`src/rtl/mips_control_fsm_if.sv`:
```
// Control bus between the multi-cycle MIPS control FSM and its datapath.
//
// Signals:
//   opcode, funct   instruction register fields, from datapath
//   zero            ALU zero flag, from datapath
//   mem_ready       unified memory has completed the current access
//   pc_write .. pc_src, illegal_op
//                   enables and mux selects, from the control FSM
//   state           current FSM state, for debug
//
// Modports:
//   master  the control FSM (drives the enables and selects)
//   slave   the datapath/memory side (drives opcode, funct, zero and mem_ready)
interface mips_control_fsm_if #(
   parameter int OPCODE_WIDTH = 6,
   parameter int FUNCT_WIDTH  = 6,
   parameter int STATE_WIDTH  = 4
);
   logic [OPCODE_WIDTH-1:0] opcode;
   logic [FUNCT_WIDTH-1:0]  funct;
   logic                    zero;
   logic                    mem_ready;

   logic                    pc_write;
   logic                    instr_write;
   logic                    reg_write;
   logic                    mem_read;
   logic                    mem_write;
   logic                    iord;
   logic                    mem_to_reg;
   logic                    reg_dst;
   logic                    imm_zext;
   logic                    alu_src_a;
   logic [1:0]              alu_src_b;
   logic [2:0]              alu_control;
   logic [1:0]              pc_src;
   logic                    illegal_op;
   logic [STATE_WIDTH-1:0]  state;

   modport master (
      input  opcode, funct, zero, mem_ready,
      output pc_write, instr_write, reg_write, mem_read, mem_write, iord,
             mem_to_reg, reg_dst, imm_zext, alu_src_a, alu_src_b,
             alu_control, pc_src, illegal_op, state
   );

   modport slave (
      output opcode, funct, zero, mem_ready,
      input  pc_write, instr_write, reg_write, mem_read, mem_write, iord,
             mem_to_reg, reg_dst, imm_zext, alu_src_a, alu_src_b,
             alu_control, pc_src, illegal_op, state
   );
endinterface

```
`src/rtl/mips_control_fsm.sv`:
```
// Main control unit of a multi-cycle (non-pipelined) MIPS processor.
// Steps each instruction through fetch/decode/execute/memory/writeback and
// drives every enable and mux select of the datapath. Memory is accessed via
// a request (mem_read/mem_write) and mem_ready handshake, so FETCH, MEMREAD
// and MEMWRITE stall for as long as the memory needs.
//
// Ports:
//   clk   rising-edge clock
//   rst   synchronous active-high reset; while high all outputs read 0
//   ctl   control bus (mips_control_fsm_if.master): instruction fields, zero
//         flag and mem_ready in; enables, selects, illegal_op and state out
module mips_control_fsm #(
   parameter int OPCODE_WIDTH = 6,
   parameter int FUNCT_WIDTH  = 6,
   parameter int STATE_WIDTH  = 4
) (
   input  logic                clk,
   input  logic                rst,
   mips_control_fsm_if.master  ctl
);

   typedef enum logic [3:0] {
      S_FETCH    = 4'd0,
      S_DECODE   = 4'd1,
      S_MEMADR   = 4'd2,
      S_MEMREAD  = 4'd3,
      S_MEMWB    = 4'd4,
      S_MEMWRITE = 4'd5,
      S_EXECUTE  = 4'd6,
      S_ALUWB    = 4'd7,
      S_BRANCH   = 4'd8,
      S_IMMEXEC  = 4'd9,
      S_IMMWB    = 4'd10,
      S_JUMP     = 4'd11
   } state_t;

   localparam logic [OPCODE_WIDTH-1:0] OP_RTYPE = OPCODE_WIDTH'(6'h00);
   localparam logic [OPCODE_WIDTH-1:0] OP_J     = OPCODE_WIDTH'(6'h02);
   localparam logic [OPCODE_WIDTH-1:0] OP_BEQ   = OPCODE_WIDTH'(6'h04);
   localparam logic [OPCODE_WIDTH-1:0] OP_ADDI  = OPCODE_WIDTH'(6'h08);
   localparam logic [OPCODE_WIDTH-1:0] OP_ANDI  = OPCODE_WIDTH'(6'h0C);
   localparam logic [OPCODE_WIDTH-1:0] OP_ORI   = OPCODE_WIDTH'(6'h0D);
   localparam logic [OPCODE_WIDTH-1:0] OP_LW    = OPCODE_WIDTH'(6'h23);
   localparam logic [OPCODE_WIDTH-1:0] OP_SW    = OPCODE_WIDTH'(6'h2B);

   localparam logic [FUNCT_WIDTH-1:0]  FN_ADD   = FUNCT_WIDTH'(6'h20);
   localparam logic [FUNCT_WIDTH-1:0]  FN_SUB   = FUNCT_WIDTH'(6'h22);
   localparam logic [FUNCT_WIDTH-1:0]  FN_AND   = FUNCT_WIDTH'(6'h24);
   localparam logic [FUNCT_WIDTH-1:0]  FN_OR    = FUNCT_WIDTH'(6'h25);
   localparam logic [FUNCT_WIDTH-1:0]  FN_SLT   = FUNCT_WIDTH'(6'h2A);

   localparam logic [2:0] ALU_ADD = 3'b010;
   localparam logic [2:0] ALU_SUB = 3'b110;
   localparam logic [2:0] ALU_AND = 3'b000;
   localparam logic [2:0] ALU_OR  = 3'b001;
   localparam logic [2:0] ALU_SLT = 3'b111;

   state_t state_reg;
   state_t state_next;

   // Instruction decode helpers
   logic       funct_ok;
   logic [2:0] r_alu;
   logic [2:0] i_alu;
   logic       i_zext;

   always_ff @(posedge clk) begin
      if (rst) begin
         state_reg <= S_FETCH;
      end else begin
         state_reg <= state_next;
      end
   end

   // ALU operation for R-type instructions, from funct.
   always_comb begin
      funct_ok = 1'b1;
      r_alu    = ALU_ADD;
      case (ctl.funct)
         FN_ADD:  r_alu = ALU_ADD;
         FN_SUB:  r_alu = ALU_SUB;
         FN_AND:  r_alu = ALU_AND;
         FN_OR:   r_alu = ALU_OR;
         FN_SLT:  r_alu = ALU_SLT;
         default: funct_ok = 1'b0;
      endcase
   end

   // ALU operation and extender mode for immediate arithmetic; shared by
   // IMMEXEC and IMMWB so the ALU register path is unchanged during writeback.
   always_comb begin
      i_alu  = ALU_ADD;
      i_zext = 1'b0;
      case (ctl.opcode)
         OP_ANDI: begin
            i_alu  = ALU_AND;
            i_zext = 1'b1;
         end
         OP_ORI: begin
            i_alu  = ALU_OR;
            i_zext = 1'b1;
         end
         default: begin
            i_alu  = ALU_ADD;
            i_zext = 1'b0;
         end
      endcase
   end

   always_comb begin
      state_next      = state_reg;
      ctl.pc_write    = 1'b0;
      ctl.instr_write = 1'b0;
      ctl.reg_write   = 1'b0;
      ctl.mem_read    = 1'b0;
      ctl.mem_write   = 1'b0;
      ctl.iord        = 1'b0;
      ctl.mem_to_reg  = 1'b0;
      ctl.reg_dst     = 1'b0;
      ctl.imm_zext    = 1'b0;
      ctl.alu_src_a   = 1'b0;
      ctl.alu_src_b   = 2'b00;
      ctl.alu_control = 3'b000;
      ctl.pc_src      = 2'b00;
      ctl.illegal_op  = 1'b0;

      case (state_reg)
         S_FETCH: begin
            ctl.mem_read    = 1'b1;
            ctl.alu_src_b   = 2'b01;
            ctl.alu_control = ALU_ADD;
            // IR load and PC+4 commit only on the cycle the read completes.
            ctl.instr_write = ctl.mem_ready;
            ctl.pc_write    = ctl.mem_ready;
            if (ctl.mem_ready) begin
               state_next = S_DECODE;
            end
         end
         S_DECODE: begin
            // Speculatively compute the branch target into the ALU register.
            ctl.alu_src_b   = 2'b11;
            ctl.alu_control = ALU_ADD;
            case (ctl.opcode)
               OP_LW, OP_SW:            state_next = S_MEMADR;
               OP_BEQ:                  state_next = S_BRANCH;
               OP_ADDI, OP_ANDI, OP_ORI: state_next = S_IMMEXEC;
               OP_J:                    state_next = S_JUMP;
               OP_RTYPE: begin
                  if (funct_ok) begin
                     state_next = S_EXECUTE;
                  end else begin
                     ctl.illegal_op = 1'b1;
                     state_next     = S_FETCH;
                  end
               end
               default: begin
                  ctl.illegal_op = 1'b1;
                  state_next     = S_FETCH;
               end
            endcase
         end
         S_MEMADR: begin
            ctl.alu_src_a   = 1'b1;
            ctl.alu_src_b   = 2'b10;
            ctl.alu_control = ALU_ADD;
            state_next      = (ctl.opcode == OP_SW) ? S_MEMWRITE : S_MEMREAD;
         end
         S_MEMREAD: begin
            ctl.mem_read = 1'b1;
            ctl.iord     = 1'b1;
            if (ctl.mem_ready) begin
               state_next = S_MEMWB;
            end
         end
         S_MEMWB: begin
            ctl.reg_write  = 1'b1;
            ctl.mem_to_reg = 1'b1;
            state_next     = S_FETCH;
         end
         S_MEMWRITE: begin
            ctl.mem_write = 1'b1;
            ctl.iord      = 1'b1;
            if (ctl.mem_ready) begin
               state_next = S_FETCH;
            end
         end
         S_EXECUTE: begin
            ctl.alu_src_a   = 1'b1;
            ctl.alu_control = r_alu;
            state_next      = S_ALUWB;
         end
         S_ALUWB: begin
            ctl.reg_write = 1'b1;
            ctl.reg_dst   = 1'b1;
            state_next    = S_FETCH;
         end
         S_BRANCH: begin
            ctl.alu_src_a   = 1'b1;
            ctl.alu_control = ALU_SUB;
            ctl.pc_src      = 2'b01;
            ctl.pc_write    = ctl.zero;
            state_next      = S_FETCH;
         end
         S_IMMEXEC: begin
            ctl.alu_src_a   = 1'b1;
            ctl.alu_src_b   = 2'b10;
            ctl.alu_control = i_alu;
            ctl.imm_zext    = i_zext;
            state_next      = S_IMMWB;
         end
         S_IMMWB: begin
            ctl.reg_write   = 1'b1;
            ctl.alu_control = i_alu;
            ctl.imm_zext    = i_zext;
            state_next      = S_FETCH;
         end
         S_JUMP: begin
            ctl.pc_write = 1'b1;
            ctl.pc_src   = 2'b10;
            state_next   = S_FETCH;
         end
         default: begin
            state_next = S_FETCH;
         end
      endcase

      // Reset cycle: abandon the instruction with every strobe low.
      if (rst) begin
         ctl.pc_write    = 1'b0;
         ctl.instr_write = 1'b0;
         ctl.reg_write   = 1'b0;
         ctl.mem_read    = 1'b0;
         ctl.mem_write   = 1'b0;
         ctl.iord        = 1'b0;
         ctl.mem_to_reg  = 1'b0;
         ctl.reg_dst     = 1'b0;
         ctl.imm_zext    = 1'b0;
         ctl.alu_src_a   = 1'b0;
         ctl.alu_src_b   = 2'b00;
         ctl.alu_control = 3'b000;
         ctl.pc_src      = 2'b00;
         ctl.illegal_op  = 1'b0;
      end
   end

   assign ctl.state = rst ? '0 : STATE_WIDTH'(state_reg);

endmodule

```
`src/flat_wrapper.sv`:
```
// flat-port wrapper written by rule: the top's interface ports become plain ports
module mips_control_fsm_flat 
#(
   parameter int OPCODE_WIDTH = 6,
   parameter int FUNCT_WIDTH  = 6,
   parameter int STATE_WIDTH  = 4
)
  (clk, rst, ctl_opcode, ctl_funct, ctl_zero, ctl_mem_ready, ctl_pc_write, ctl_instr_write, ctl_reg_write, ctl_mem_read, ctl_mem_write, ctl_iord, ctl_mem_to_reg, ctl_reg_dst, ctl_imm_zext, ctl_alu_src_a, ctl_alu_src_b, ctl_alu_control, ctl_pc_src, ctl_illegal_op, ctl_state);
  mips_control_fsm_if #(.OPCODE_WIDTH(OPCODE_WIDTH), .FUNCT_WIDTH(FUNCT_WIDTH), .STATE_WIDTH(STATE_WIDTH)) ctl_i ();
  input  logic clk;
  input  logic rst;
  input wire logic [$bits(ctl_i.opcode)-1:0] ctl_opcode;
  input wire logic [$bits(ctl_i.funct)-1:0] ctl_funct;
  input wire logic [$bits(ctl_i.zero)-1:0] ctl_zero;
  input wire logic [$bits(ctl_i.mem_ready)-1:0] ctl_mem_ready;
  output wire logic [$bits(ctl_i.pc_write)-1:0] ctl_pc_write;
  output wire logic [$bits(ctl_i.instr_write)-1:0] ctl_instr_write;
  output wire logic [$bits(ctl_i.reg_write)-1:0] ctl_reg_write;
  output wire logic [$bits(ctl_i.mem_read)-1:0] ctl_mem_read;
  output wire logic [$bits(ctl_i.mem_write)-1:0] ctl_mem_write;
  output wire logic [$bits(ctl_i.iord)-1:0] ctl_iord;
  output wire logic [$bits(ctl_i.mem_to_reg)-1:0] ctl_mem_to_reg;
  output wire logic [$bits(ctl_i.reg_dst)-1:0] ctl_reg_dst;
  output wire logic [$bits(ctl_i.imm_zext)-1:0] ctl_imm_zext;
  output wire logic [$bits(ctl_i.alu_src_a)-1:0] ctl_alu_src_a;
  output wire logic [$bits(ctl_i.alu_src_b)-1:0] ctl_alu_src_b;
  output wire logic [$bits(ctl_i.alu_control)-1:0] ctl_alu_control;
  output wire logic [$bits(ctl_i.pc_src)-1:0] ctl_pc_src;
  output wire logic [$bits(ctl_i.illegal_op)-1:0] ctl_illegal_op;
  output wire logic [$bits(ctl_i.state)-1:0] ctl_state;
  assign ctl_i.opcode = ctl_opcode;
  assign ctl_i.funct = ctl_funct;
  assign ctl_i.zero = ctl_zero;
  assign ctl_i.mem_ready = ctl_mem_ready;
  assign ctl_pc_write = ctl_i.pc_write;
  assign ctl_instr_write = ctl_i.instr_write;
  assign ctl_reg_write = ctl_i.reg_write;
  assign ctl_mem_read = ctl_i.mem_read;
  assign ctl_mem_write = ctl_i.mem_write;
  assign ctl_iord = ctl_i.iord;
  assign ctl_mem_to_reg = ctl_i.mem_to_reg;
  assign ctl_reg_dst = ctl_i.reg_dst;
  assign ctl_imm_zext = ctl_i.imm_zext;
  assign ctl_alu_src_a = ctl_i.alu_src_a;
  assign ctl_alu_src_b = ctl_i.alu_src_b;
  assign ctl_alu_control = ctl_i.alu_control;
  assign ctl_pc_src = ctl_i.pc_src;
  assign ctl_illegal_op = ctl_i.illegal_op;
  assign ctl_state = ctl_i.state;
  mips_control_fsm #(.OPCODE_WIDTH(OPCODE_WIDTH), .FUNCT_WIDTH(FUNCT_WIDTH), .STATE_WIDTH(STATE_WIDTH)) u_core (.clk(clk), .rst(rst), .ctl(ctl_i));
endmodule
```
`config.mk`:
```
export PLATFORM = sky130hd
export DESIGN_NAME = mips_control_fsm_flat
export DESIGN_NICKNAME = d
export VERILOG_FILES = /design/src/rtl/mips_control_fsm_if.sv /design/src/rtl/mips_control_fsm.sv /design/src/flat_wrapper.sv
export SDC_FILE = /design/constraint.sdc
export NUM_CORES = 1
export LEC_CHECK = 0
export CAP_MARGIN = 25
export CELL_PAD_IN_SITES_DETAIL_PLACEMENT = 1
export CELL_PAD_IN_SITES_GLOBAL_PLACEMENT = 1
export CORE_MARGIN = 5
export CORE_UTILIZATION = 27
export CTS_CLUSTER_DIAMETER = 60
export CTS_CLUSTER_SIZE = 30
export DETAILED_ROUTE_END_ITERATION = 7
export PLACE_DENSITY_LB_ADDON = 0.12
export REMOVE_ABC_BUFFERS = 1
export SYNTH_ARGS = -nofsm -noshare
export SYNTH_HDL_FRONTEND = slang
export SYNTH_SLANG_ARGS = --single-unit
```
`constraint.sdc`:
```
create_clock -name clk -period 1.84 [get_ports clk]
set_clock_uncertainty 0.15 [all_clocks]
set_input_delay 0.184 -clock clk [delete_from_list [all_inputs] [get_ports clk]]
set_output_delay 0.184 -clock clk [all_outputs]
set_load 0.1 [all_outputs]
```
==> results_dict.tcl, run 1 <==
set metrics [dict create \
    status "finished with violations" \
    violations "negative setup slack" \
    cts_tree "built" \
    fin_ws_ns -0.1943 \
    vias_per_cell 5.924 \
    path_class "reg2out" \
    ys_ff_latch 4 \
    antenna_found_initial 0 \
    switching_power_mw 0.3681 \
    end_kind "output port" \
    syn_avg_cell_area_um2 6.514 \
    maxCapViolations 0 \
    synth_top_area_cell "dfxtp_1" \
    power.share.switching_pct 48.25 \
    drc_errors 0 \
    vias 1481 \
    dr.pass1.iters 4 \
    endpoint "ctl_alu_control[1]" \
    cts_max_path_buffers 2 \
    crit_fanout 5 \
    die_w_um 65.14 \
    grt_usage_pct 25.17 \
    max_slew_margin_pct 69.65 \
    start_util_pct 27.56 \
    combPwrFrac_pct 71.2 \
    ios 38 \
    routedWlPerCell_um 25.32 \
    grt_pass1_wl_mm 8.059 \
    syn_to_final_growth_pct 166.0 \
    nets 235 \
    clkPwrFrac_pct 16.2 \
    power_mw 0.7628 \
    crit_start "u_core.state_reg[3]" \
    r2r_cells 6 \
    dieHeight_um 65.14 \
    ys_types 47 \
    critPathMaxStageDelay_ns 0.37 \
    dr.first_iter.drc_count 97 \
    report.final.hold_viol_count 0 \
    final-setup-viol-count 14 \
    powerDensity_nw_per_um2 349.4 \
    seq_area_frac_synth_pct 9.756 \
    grt_max_degree 10 \
    netlist_area_um2 820.8 \
    cts_inserted_buffers 3 \
    synth_top_area_share_pct 9.756 \
    synth_edf_count 0 \
    ys_warn_count 0 \
    synth_ff_type "dfxtp_1" \
    routabilityCongestion 0.8328 \
    worst_pin_slew_ns 0.4518 \
    placed_cells 231 \
    synth-async-reset-ratio_pct 0 \
    hp-class "in2reg" \
    dp_hpwl_mm 3.182 \
    antenna_left 0 \
    h-tree-depth 1 \
    core_um2 2978 \
    synth_common_cells "nor2_1 (14), nor3_1 (9), a21oi_1 (7), nand3_1 (7)" \
    post-route-util_pct 73.32 \
    cp-start-kind "flop" \
    internal_power_mw 0.3947 \
    hp-start "rst" \
    fp-row-count 20 \
    reg2reg_slack_ns -0.05 \
    crit_chain "buf_6, nor2_4, a221oi_2, or2_1, a31oi_4, buf_12" \
    largest_register_ffs 4 \
    timing.rr.start "u_core.state_reg[1]" \
    fmax_mhz 491.6 \
    path_clk_slew_ns 0.04 \
    peakVddDrop_mv 0.1535 \
    clock_sinks 4 \
    overflow 0 \
    worstPathArrival_ns 1.70 \
    drive_gt1_share_pct 68.66 \
    worst-endpoint-required_ns 1.51 \
    port_buffers 37 \
    seq_power_share_pct 12.6 \
    final_cells 250 \
    r2r_end "u_core.state_reg[1]" \
    yosys-top-cells-area "dfxtp_1 (9.8%), nor2_1 (6.4%), nor3_1 (5.5%)" \
    timing.final.crit_share_pct 110.6 \
    p_leak_nw 0.9375 \
    insertion_delay_ns 0.25 \
    antenna_cells 0 \
    grt_pass1_vias 1597 \
    fp.dieArea_um2 4243 \
    critical_path.slowest_cell "dfxtp_4" \
    hold_slack_ns 0.4503 \
    yosysMostFrequentCell "nor2_1" \
    grt_setup_unrepaired "yes" \
    cts-root-buf "clkbuf_4" \
    wirelength_mm 6.330 \
    slew_viol_final 0 \
    synthCells 126 \
    min_period_ns 2.034 \
]
-- critical path, delay by kind of cell (launching register included) --
family	cells	cell delay, ns
and+or+nand+nor	2	0.40
buffers and inverters	2	0.35
DFF	1	0.37
AOI/OAI and AO/OA	2	0.31
-- routing by layer --
metal  global-route usage, %  up-vias  part of all wire [%]
met2                   50.45       88                    53
met5                       0        -                     0
li1                        -      643                     -
met3                   4.957       30                   5.9
met1                   25.44      720                    35
met4                   8.549        0                   5.8
-- logic make-up (layout without fill, tap and decap cells) --
kind of cell / Yosys count / count (layout) / synth area share (%)
multiplexers: 1 / 1 / 1.220
XOR/XNOR: 1 / 1 / 1.067
flip-flops: 4 / 4 / 9.756
AO/OA/AOI/OAI: 28 / 28 / 23.48
buffers and inverters: 17 / 108 / 10.82
AND/OR/NAND/NOR: 75 / 75 / 53.66
-- power groups by stage --
stage | clock (mW) | sequential, mW | combinational [mW]
final | 0.124 | 0.0959 | 0.543
after detailed placement | 0 | 0.101 | 0.417
after global routing | 0.135 | 0.0962 | 0.559
after CTS | 0.123 | 0.0966 | 0.488
after floorplan | 0 | 0.105 | 0.197
after global placement | 0 | 0.101 | 0.405
-- layout by cell type, fill, tap and decap left out, types with 2 or more instances in the layout --
master           synthesis  routed
nor2b_4                  0       3
a22oi_1                  2       2
nor2_1                  14       5
nand2_1                  6       5
or2_1                    2       2
nand4_1                  4       4
clkbuf_2                 0       2
buf_8                    0       2
buf_12                   0      21
buf_6                    1      14
nor3_2                   2       5
and2_1                   2       2
nor3_4                   0       3
clkdlybuf4s50_1          0       2
nor4_1                   4       3
a21oi_1                  7       3
nand3_1                  7       6
nor2_2                   1       4
nor2b_1                  6       3
dlygate4sd2_1            0       5
a21oi_2                  0       4
nor2_4                   0       6
nor3b_2                  0       3
buf_4                    3      49
inv_1                    3       2
nor3_1                   9       3
o21ai_1                  4       5
nand2b_4                 0       3
buf_2                    5       5
clkbuf_4                 0       3
dfxtp_4                  0       4
-- through the flow --
stage	TNS, ns	instance area [µm²]	setup WS, ns
5_1_grt	-2.129	2183	-0.2717
4_1_cts	-0.7944	2011	-0.1282
2_1_floorplan	-23.03	747.0	-2.080
6_report	-1.373	2183	-0.1943
3_3_place_gp	-1.716	1739	-0.3176
3_5_place_dp	-2.644	1739	-0.4723
-- how the worst min path moves through the flow --
stage	end	slack (ns)	depth (start not counted)
2_1_floorplan	u_core.state_reg[1]	0.24	2
3_3_place_gp	u_core.state_reg[3]	0.50	2
3_5_place_dp	u_core.state_reg[3]	0.52	2
4_1_cts	u_core.state_reg[3]	0.40	4
5_1_grt	u_core.state_reg[3]	0.46	4
6_report	u_core.state_reg[3]	0.45	4
-- cell type report --
type | count | area (µm²)
Multi-Input combinational cell | 105 | 907.1
Sequential cell | 4 | 95.09
Fill cell | 297 | 794.5
Inverter | 4 | 17.52
Clock buffer | 3 | 22.52
Tap cell | 33 | 41.29
Timing Repair Buffer | 101 | 1100
-- repair_timing --
| item | in CTS | in global routing |
|---|---|---|
| gates cloned | 0 | 0 |
| hold buffers | 0 | 0 |
| setup buffers | 13 | 4 |
| endpoints found under the setup margin | 17 | 17 |
| resized for setup | 79 | 42 |
| pin swaps | 16 | 18 |
(Power assumes the default switching activity.)
==> inputs of run 2 (changes only) <==
--- a/config.mk
+++ b/config.mk
@@ -8,7 +8,7 @@
 export CAP_MARGIN = 25
 export CELL_PAD_IN_SITES_DETAIL_PLACEMENT = 1
 export CELL_PAD_IN_SITES_GLOBAL_PLACEMENT = 1
-export CORE_MARGIN = 5
+export CORE_MARGIN = 2
 export CORE_UTILIZATION = 27
 export CTS_CLUSTER_DIAMETER = 60
 export CTS_CLUSTER_SIZE = 30
==> results_dict.tcl, run 2 (synthesis results as in run 1) <==
set metrics [dict create \
    status "finished with violations" \
    violations "negative setup slack" \
    path_buf_inv 2 \
    dr.pass1.iters 4 \
    wirelength_mm 5.461 \
    fin_ws_ns -0.1995 \
    drc_errors 0 \
    reg2reg_slack_ns 0.04 \
    dieHeight_um 59.14 \
    post-place-ws_ns -0.5400 \
    crit_start "u_core.state_reg[0]" \
    worst_pin_slew_ns 0.3984 \
    ios 38 \
    endpoint "ctl_alu_control[2]" \
    min_period_ns 2.040 \
    hold_buffers 0 \
    max_slew_margin_pct 73.23 \
    fp-row-count 20 \
    r2r_end "u_core.state_reg[0]" \
    crit_chain "buf_6, nor2b_2, nand4_1, a21oi_2, buf_12" \
    internal_power_mw 0.3893 \
    post-route-util_pct 71.85 \
    critical_path.slowest_cell "dfxtp_4" \
    routedWlPerCell_um 22.20 \
    timing.final.crit_share_pct 110.8 \
    met1_length_mm 2.029 \
    insertion_delay_ns 0.24 \
    largest_register_ffs 4 \
    die_w_um 59.14 \
    p_leak_nw 0.8787 \
    final-setup-viol-count 11 \
    fmax_mhz 490.3 \
    cts_inserted_buffers 3 \
    syn_to_final_growth_pct 160.7 \
    grt_pass1_vias 1493 \
    fp.dieArea_um2 3497 \
    path_depth 5 \
    maxCapViolations 0 \
    final_cells 246 \
    grt_pass1_wl_mm 7.665 \
    fin_setup_tns_ns -0.9942 \
    worstPathArrival_ns 1.71 \
    report.final.hold_viol_count 0 \
    antenna_left 0 \
    r2r_cells 7 \
    cts_max_path_buffers 2 \
    core_um2 2978 \
    drive_gt1_share_pct 68.54 \
    critPathTopFamily "simple AND/OR/NAND/NOR gates" \
    powerDensity_nw_per_um2 345.3 \
    cp-start-kind "flop" \
    antenna_cells 0 \
    dp_hpwl_mm 3.216 \
    h-tree-depth 1 \
    placed_cells 231 \
    cts_tree "built" \
    grt_setup_unrepaired "yes" \
    nets 231 \
    seq_power_share_pct 13.0 \
    worst-endpoint-required_ns 1.51 \
    power.share.switching_pct 47.30 \
    switching_power_mw 0.3494 \
    overflow 0 \
    cts-root-buf "clkbuf_4" \
    antenna_found_initial 0 \
    end_kind "output port" \
    crit_fanout 4 \
    vias_per_cell 5.699 \
    wl_met3_um 271 \
    clkPwrFrac_pct 15.6 \
    hp-class "in2reg" \
    dr.first_iter.drc_count 30 \
    grt_max_degree 11 \
    port_buffers 37 \
    peakVddDrop_mv 0.1610 \
    clock_sinks 4 \
    top_layer_used "met4" \
    layout_common_cells "buf_4 (49), buf_12 (22), buf_6 (10)" \
    grt_usage_pct 29.53 \
    fill_cells 314 \
    routabilityCongestion 0.7930 \
    wl_met2_mm 3.024 \
    slew_viol_final 0 \
    path_clk_slew_ns 0.04 \
    timing.rr.start "u_core.state_reg[0]" \
    start_util_pct 27.56 \
    layout_commonest_cell "buf_4" \
    combPwrFrac_pct 71.3 \
    critPathMaxStageDelay_ns 0.36 \
    vias 1402 \
    path_class "reg2out" \
]
run 2: cell types whose count changed in the layout (fill, tap and decap cells not counted), moves of 2 or more:
cell     change
nor4_1       -2
nor3_4       -2
buf_6        -4
a21oi_2      -2
nor4_2       +2
nor2b_2      +2
run 2: layout make-up:
class,count,area [µm²],share of cell area [%]
multi-input cells,105,915.9,42.81
repair buffers,97,1050,49.06
well taps,33,41.29,1.930
inverters,4,15.01,0.7018
clock buffers,3,22.52,1.053
flip-flops and latches,4,95.09,4.444
run 2: layer usage:
| metal | track usage [%] | up-vias |
|---|---|---|
| met5 | 0 | - |
| met4 | 10.71 | 0 |
| met3 | 5.459 | 14 |
| li1 | - | 639 |
| met2 | 55.24 | 62 |
| met1 | 32.81 | 687 |
run 2: power by group through the flow:
| stage | sequential (mW) | clock [mW] | combinational, mW |
|---|---|---|---|
| floorplan | 0.105 | 0 | 0.197 |
| global placement | 0.0985 | 0 | 0.415 |
| detailed placement | 0.0993 | 0 | 0.429 |
| CTS | 0.0964 | 0.116 | 0.462 |
| global route | 0.0963 | 0.128 | 0.543 |
| finish | 0.0964 | 0.115 | 0.527 |
run 2: how the worst min path moves through the flow:
stage                         from             endpoint  cells after the start
2_1_floorplan                  rst  u_core.state_reg[1]                      2
3_3_place_gp   u_core.state_reg[2]  u_core.state_reg[3]                      2
3_5_place_dp   u_core.state_reg[2]  u_core.state_reg[3]                      2
4_1_cts                        rst  u_core.state_reg[3]                      4
5_1_grt                        rst  u_core.state_reg[3]                      4
6_report                       rst  u_core.state_reg[3]                      4
run 2: per-stage QoR:
stage | power [mW] | cell area (µm²) | hold WS [ns]
floorplan | 0.3017 | 747.0 | 0.2447
global placement | 0.5139 | 1739 | 0.4954
detailed placement | 0.5283 | 1739 | 0.5042
CTS | 0.6744 | 1961 | 0.4268
global route | 0.7682 | 2140 | 0.4471
finish | 0.7387 | 2140 | 0.4417
run 2: what timing repair did:
item	CTS	global route
pin swaps	14	17
setup buffers	7	5
endpoints found under the setup margin	17	17
gates resized for setup	78	36
run 2: worst reg2reg max path: cells and delay by family (launching register included):
| kind | cells | cell delay, ns |
|---|---|---|
| flip-flops | 1 | 0.36 |
| AND/OR/NAND/NOR | 1 | 0.27 |
| buffers and inverters | 3 | 0.38 |
| AO/OA/AOI/OAI | 3 | 0.53 |
